File: src/rtl/sc1_port_pkg.sv
// Shared definitions for the sc1 CPU port to UART bridge: status bit positions,
// the registered request record, TX state encoding and the status word packer.
package sc1_port_pkg;

    localparam int ACK_BIT   = 31;
    localparam int FULL_BIT  = 30;
    localparam int BUSY_BIT  = 29;
    localparam int COUNT_LSB = 8;
    localparam int DATA_LSB  = 0;
    localparam int REQ_BIT   = 31;

    typedef enum logic [1:0] {
        IDLE  = 2'd0,
        START = 2'd1,
        DATA  = 2'd2,
        STOP  = 2'd3
    } tx_state_e;

    typedef struct packed {
        logic       toggle;
        logic [7:0] data;
    } req_t;

    // The count field is up to 8 bits wide; narrower counts arrive zero-extended.
    function automatic logic [31:0] pack_status(
        input logic       ack,
        input logic       full,
        input logic       busy,
        input logic [7:0] count
    );
        logic [31:0] word;
        word                 = '0;
        word[ACK_BIT]        = ack;
        word[FULL_BIT]       = full;
        word[BUSY_BIT]       = busy;
        word[COUNT_LSB +: 8] = count;
        return word;
    endfunction

endpackage

File: src/rtl/sc1_byte_fifo.sv
// Register-array byte FIFO with a combinational head. Full is judged before any
// same-edge pop, so a push into a full FIFO is always refused.
module sc1_byte_fifo #(
    parameter int FIFO_DEPTH_BITS = 4
) (
    input  logic                     clk,
    input  logic                     reset_n,
    input  logic                     push,
    input  logic [7:0]               din,
    input  logic                     pop,
    output logic [7:0]               dout,
    output logic [FIFO_DEPTH_BITS:0] count,
    output logic                     full,
    output logic                     empty
);

    localparam int DEPTH = 1 << FIFO_DEPTH_BITS;
    localparam logic [FIFO_DEPTH_BITS:0] CAPACITY = (FIFO_DEPTH_BITS + 1)'(DEPTH);

    logic [7:0]                 mem_q [DEPTH];
    logic [FIFO_DEPTH_BITS-1:0] wr_ptr_q;
    logic [FIFO_DEPTH_BITS-1:0] rd_ptr_q;
    logic [FIFO_DEPTH_BITS:0]   count_q;
    logic                       push_ok;
    logic                       pop_ok;

    assign full    = (count_q == CAPACITY);
    assign empty   = (count_q == '0);
    assign push_ok = push & ~full;
    assign pop_ok  = pop & ~empty;
    assign dout    = mem_q[rd_ptr_q];
    assign count   = count_q;

    // NOTE: storage has no reset; occupancy is tracked by the pointers and count,
    // so stale entries are never observed and the array maps onto plain flops/RAM.
    always_ff @(posedge clk) begin
        if (push_ok) begin
            mem_q[wr_ptr_q] <= din;
        end
    end

    always_ff @(posedge clk or negedge reset_n) begin
        if (!reset_n) begin
            wr_ptr_q <= '0;
            rd_ptr_q <= '0;
            count_q  <= '0;
        end else begin
            if (push_ok) begin
                wr_ptr_q <= wr_ptr_q + 1'b1;
            end
            if (pop_ok) begin
                rd_ptr_q <= rd_ptr_q + 1'b1;
            end
            case ({push_ok, pop_ok})
                2'b10:   count_q <= count_q + 1'b1;
                2'b01:   count_q <= count_q - 1'b1;
                default: count_q <= count_q;
            endcase
        end
    end

endmodule

File: src/rtl/sc1_port_uart_tx.sv
// Bridges sc1_cpu OUT writes (toggle handshake) into a byte FIFO and an 8N1 UART
// transmitter; ack, status and FIFO fill are returned on the CPU IN port.
module sc1_port_uart_tx
    import sc1_port_pkg::*;
#(
    parameter int CLKS_PER_BIT    = 434,
    parameter int FIFO_DEPTH_BITS = 4
) (
    input  logic        clk,
    input  logic        reset_n,
    input  logic [31:0] port_out,
    output logic [31:0] port_in,
    output logic        uart_tx
);

    localparam int BAUD_W = $clog2(CLKS_PER_BIT);
    localparam int CNT_W  = FIFO_DEPTH_BITS + 1;
    localparam logic [BAUD_W-1:0] BAUD_LAST = BAUD_W'(CLKS_PER_BIT - 1);
    localparam logic [CNT_W-1:0]  FIFO_CAP  = CNT_W'(1 << FIFO_DEPTH_BITS);

    req_t              req_d1_q, req_d1_d;
    logic              seen_q, seen_d;
    tx_state_e         state_q, state_d;
    logic [BAUD_W-1:0] baud_q, baud_d;
    logic [2:0]        bit_idx_q, bit_idx_d;
    logic [7:0]        shift_q, shift_d;
    logic              tx_q, tx_d;
    logic [31:0]       port_in_q, port_in_d;

    logic              accept;
    logic              fifo_pop;
    logic [7:0]        fifo_dout;
    logic [CNT_W-1:0]  fifo_count;
    logic [CNT_W-1:0]  count_nx;
    logic              fifo_full;
    logic              fifo_empty;
    logic              baud_done;
    logic [BAUD_W-1:0] baud_run;
    logic              unused_port_bits;

    assign unused_port_bits = ^port_out[REQ_BIT-1:DATA_LSB+8];

    assign req_d1_d.toggle = port_out[REQ_BIT];
    assign req_d1_d.data   = port_out[DATA_LSB +: 8];

    // A request is pending until its toggle value has been pushed; a full FIFO
    // simply holds it off, so nothing is ever dropped.
    assign accept = (req_d1_q.toggle != seen_q) & ~fifo_full;
    assign seen_d = accept ? req_d1_q.toggle : seen_q;

    sc1_byte_fifo #(
        .FIFO_DEPTH_BITS(FIFO_DEPTH_BITS)
    ) u_fifo (
        .clk    (clk),
        .reset_n(reset_n),
        .push   (accept),
        .din    (req_d1_q.data),
        .pop    (fifo_pop),
        .dout   (fifo_dout),
        .count  (fifo_count),
        .full   (fifo_full),
        .empty  (fifo_empty)
    );

    assign baud_done = (baud_q == BAUD_LAST);
    assign baud_run  = baud_done ? '0 : baud_q + 1'b1;

    // NOTE: every output gets a default before the case so no path leaves a
    // variable unassigned, which would otherwise infer a latch.
    always_comb begin
        state_d   = state_q;
        baud_d    = baud_run;
        bit_idx_d = bit_idx_q;
        shift_d   = shift_q;
        fifo_pop  = 1'b0;
        case (state_q)
            IDLE: begin
                baud_d = '0;
                if (!fifo_empty) begin
                    fifo_pop  = 1'b1;
                    shift_d   = fifo_dout;
                    bit_idx_d = '0;
                    state_d   = START;
                end
            end
            START: begin
                if (baud_done) begin
                    state_d = DATA;
                end
            end
            DATA: begin
                if (baud_done) begin
                    shift_d = shift_q >> 1;
                    if (bit_idx_q == 3'd7) begin
                        state_d = STOP;
                    end else begin
                        bit_idx_d = bit_idx_q + 1'b1;
                    end
                end
            end
            STOP: begin
                if (baud_done) begin
                    state_d = IDLE;
                end
            end
            default: begin
                state_d = IDLE;
                baud_d  = '0;
            end
        endcase
    end

    // The line level is decoded from the next state so the pin comes straight off a flop.
    always_comb begin
        case (state_d)
            START:   tx_d = 1'b0;
            DATA:    tx_d = shift_d[0];
            default: tx_d = 1'b1;
        endcase
    end

    always_comb begin
        case ({accept, fifo_pop})
            2'b10:   count_nx = fifo_count + 1'b1;
            2'b01:   count_nx = fifo_count - 1'b1;
            default: count_nx = fifo_count;
        endcase
        port_in_d = pack_status(
            accept ? req_d1_q.toggle : port_in_q[ACK_BIT],
            count_nx == FIFO_CAP,
            (count_nx != '0) | (state_d != IDLE),
            8'(count_nx)
        );
    end

    // NOTE: state flops use non-blocking assignments so every register samples
    // pre-edge values regardless of statement order.
    always_ff @(posedge clk or negedge reset_n) begin
        if (!reset_n) begin
            req_d1_q  <= '0;
            seen_q    <= 1'b0;
            state_q   <= IDLE;
            baud_q    <= '0;
            bit_idx_q <= '0;
            shift_q   <= '0;
            tx_q      <= 1'b1;
            port_in_q <= '0;
        end else begin
            req_d1_q  <= req_d1_d;
            seen_q    <= seen_d;
            state_q   <= state_d;
            baud_q    <= baud_d;
            bit_idx_q <= bit_idx_d;
            shift_q   <= shift_d;
            tx_q      <= tx_d;
            port_in_q <= port_in_d;
        end
    end

    assign port_in = port_in_q;
    assign uart_tx = tx_q;

endmodule

File: config.mk
export PLATFORM = sky130hd
export DESIGN_NAME = sc1_port_uart_tx
export DESIGN_NICKNAME = d
export VERILOG_FILES = /design/src/rtl/sc1_port_pkg.sv /design/src/rtl/sc1_byte_fifo.sv /design/src/rtl/sc1_port_uart_tx.sv
export SDC_FILE = /design/constraint.sdc
export NUM_CORES = 1
export LEC_CHECK = 0
export BUFFER_PORTS_ARGS = -buffer_cell sky130_fd_sc_hd__buf_2
export CAP_MARGIN = 20
export CORE_MARGIN = 2
export CORE_UTILIZATION = 55
export CTS_BUF_LIST = sky130_fd_sc_hd__clkbuf_2
export DETAILED_ROUTE_END_ITERATION = 8
export PLACE_DENSITY = 0.73
export SETUP_SLACK_MARGIN = 0.2
export SLEW_MARGIN = 20
export SYNTH_ARGS = -nofsm -noshare
export SYNTH_HDL_FRONTEND = slang
export SYNTH_SLANG_ARGS = --single-unit
File: constraint.sdc
create_clock -name clk -period 6.65 [get_ports clk]
set_input_delay 1.33 -clock clk [delete_from_list [all_inputs] [get_ports clk]]
set_output_delay 1.33 -clock clk [all_outputs]
set_load 0.1 [all_outputs]
==> impl_metrics.py <==
metrics = {
    "outcome": {
        "outcome": "complete, no violations",
    },
    "critical_path": {
        "crit_path_top_delay_cell": "nor3_2",
        "max_stage_delay_ns": 0.69,
        "cp_top_family": "simple AND/OR/NAND/NOR gates",
        "criticalPathCategory": "reg2reg",
        "cp-start-kind": "register",
        "crit_buf_inv": 2,
        "cp_cell_sequence": "inv_1, ha_1, nor4b_4, nor3_2, inv_1, ha_1, nor2b_1, o31a_1, nor4_1, nor3b_2",
        "crit_arrival_ns": 4.59,
        "worstSetupEndpointType": "register",
        "cp.required_ns": 7.32,
        "rrSetupSlack_ns": 2.72,
        "critPathMaxFanout": 22,
    },
    "placement": {
        "dp_hpwl_mm": 9.146,
        "portBuffers": 19,
        "place_inst": 707,
        "place_congestion": 0.8223,
    },
    "global_routing": {
        "grt_pass1_vias": 4389,
        "grt_pass1_wl_mm": 22.93,
        "antenna_found_initial": 0,
        "grt.overflow.total": 0,
        "grt_usage_pct": 20.51,
        "grt_max_degree": 54,
    },
    "synth": {
        "syn_area_per_cell_sq_um": 14.91,
        "async_reset_ff_share_pct": 29.28,
        "yosys_register_bits": 181,
        "yosysUniqueCellTypes": 58,
        "ys_seq_area_share_pct": 65.21,
        "netlist_instances": 532,
        "synth_area_sq_um": 7930,
        "synth_edf_count": 128,
        "synth_flop_cell": "edfxtp_1",
        "synth_warnings": 0,
    },
    "final_layout": {
        "final_cell_mix": "edfxtp_1, dfrtp_1, nand2_1",
        "n_fill_cell": 1081,
        "drive_gt1_share_pct": 15.03,
        "multi_input_area_sq_um": 2452,
        "area_growth_syn_to_layout_pct": 4.434,
        "final_nets": 594,
        "antenna_cells": 0,
        "seqCellArea_sq_um": 5172,
        "final_common_cell": "edfxtp_1",
        "fin_cells": 739,
    },
    "hold_path": {
        "hp-class": "reg2reg",
    },
    "clock_tree": {
        "h-tree-depth": 4,
        "numClockSinks": 181,
        "cts_buffer_depth": 2,
        "cts_setup_buffers": 0,
        "clock_latency_ns": 0.72,
        "cts_tree": "yes",
        "cts_hold_buf": 0,
        "post_cts_resized": 0,
        "numCtsBuffers": 17,
        "cts.reportedPaths.clkPinSlew_ns": 0.25,
        "cts_root_buf": "clkbuf_2",
    },
    "pwr": {
        "leakage_nw": 3.020,
        "powerDensity_nw_per_um2": 382.2,
        "peakVddDrop_mv": 0.2079,
    },
    "die": {
        "dieArea_sq_um": 15390,
        "die_y_um": 124.1,
        "coreArea_sq_um": 13990,
        "rows": 43,
        "initial_core_util_pct": 56.69,
        "die_w_um": 124.1,
        "pin_count": 67,
    },
    "route": {
        "drcViolationCount": 0,
        "avgViaCountPerCell": 5.839,
        "drtPass1Iterations": 5,
        "routed_wl_mm": 14.37,
        "drtAntennaViolNets": 0,
        "drt-wirelength-per-cell_um": 19.44,
        "first_iter_violations": 408,
        "vias": 4315,
    },
    "sta": {
        "fin_crit_ns": 3.928,
        "drv_slew": 0,
        "fmax_ghz": 0.2546,
        "tns_ns": 0,
        "worstMarginPinSlew_ns": 0.9282,
        "finalSetupViolCount": 0,
        "period_share_pct": 59.06,
        "fin_skew_ns": 0.03250,
        "relSlewSlack_pct": 38.12,
        "hold_viol": 0,
        "rsz0062_at_grt": "false",
    },
    "job": {
        "drv_cap": 0,
    },
}
cell type report:
| type | instances | share of cell area (%) |
|---|---|---|
| sequential | 181 | 62.46 |
| multi-input combinational | 308 | 29.61 |
| tap | 180 | 2.719 |
| clock inverter | 14 | 1.798 |
| inverter | 12 | 0.5439 |
| timing repair buffer | 26 | 1.783 |
| clock buffer | 18 | 1.088 |
worst reg2reg max path: stages, from the launching register on:
cell	delay [ns]
dfrtp_1	0.55
inv_1	0.08
ha_1	0.29
nor4b_4	0.18
nor3_2	0.69
inv_1	0.62
ha_1	0.45
nor2b_1	0.16
o31a_1	0.29
nor4_1	0.35
nor3b_2	0.22
through the flow:
stage	hold slack [ns]	area, sq um	utilization, %	power [mW]	setup slack, ns
final	0.5367	8282	59.20	3.165	2.722
after global routing	0.5658	8282	59.20	3.351	2.382
after CTS	0.5319	8282	59.20	3.186	2.664
after detailed placement	0.4932	8043	57.50	2.644	2.733
after global placement	0.4769	8043	57.50	2.598	2.862
after floorplan	0.4655	8016	-	2.445	3.939
cell usage after synthesis (all sizes together) (13+ instances only):
cell type,number,share of area (%)
mux2i,28,3.5
nand3,18,1.2
mux4,19,6.1
dfrtp,52,16
nor2,29,1.4
nand2,33,1.6
xnor2,16,1.8
edfxtp,128,48
o21ai,13,0.82
a22oi,14,1.4
ha,14,2.2
buf,46,4.0
nand4,17,1.3
kinds of logic after synthesis:
kind of cell | synth area share [%]
flip-flops | 65.21
AND/OR/NAND/NOR | 9.940
buffers and inverters | 4.954
multiplexers | 10.44
AO/OA/AOI/OAI | 4.986
XOR/XNOR | 2.209
adder cells (fa/ha/maj) | 2.209
other | 0.04729
report_power, final:
group	switching, mW	internal [mW]	total, mW
Clock	0.374	0.179	0.553
Sequential	0.168	1.39	1.56
Combinational	0.660	0.390	1.05
final timing paths:
kind / endpoint / cells after the start / start
worst max register to register: port_in[30] / 10 / u_fifo.count[0]
worst max-delay path: port_in[30] / 10 / u_fifo.count[0]
min in group asynchronous: u_fifo.count[0] / 2 / reset_n
max in group asynchronous: u_fifo.rd_ptr_q[1] / 2 / reset_n
worst min register to register: baud_q[0] / 1 / baud_q[0]
worst min-delay path: baud_q[0] / 1 / baud_q[0]
registers in the layout, indices dropped and copies added, names as in the netlist:
signal / cells
req_d1_q: 9
bit_idx_q: 3
u_fifo.wr_ptr_q: 4
port_in: 8
uart_tx: 1
baud_q: 9
u_fifo.count: 5
state_q: 2
shift_q: 8
u_fifo.mem_q: 128
u_fifo.rd_ptr_q: 4
routing by layer:
metal / wire length (um) / vias to the layer above / global-route usage [%]
met1: 6132 / 2196 / 26.93
met3: 725 / 10 / 4.579
met5: 0 / - / 0
met4: 158 / 0 / 6.461
met2: 7353 / 123 / 34.29
li1: - / 1986 / -
Power figures use the tool's default switching activity.
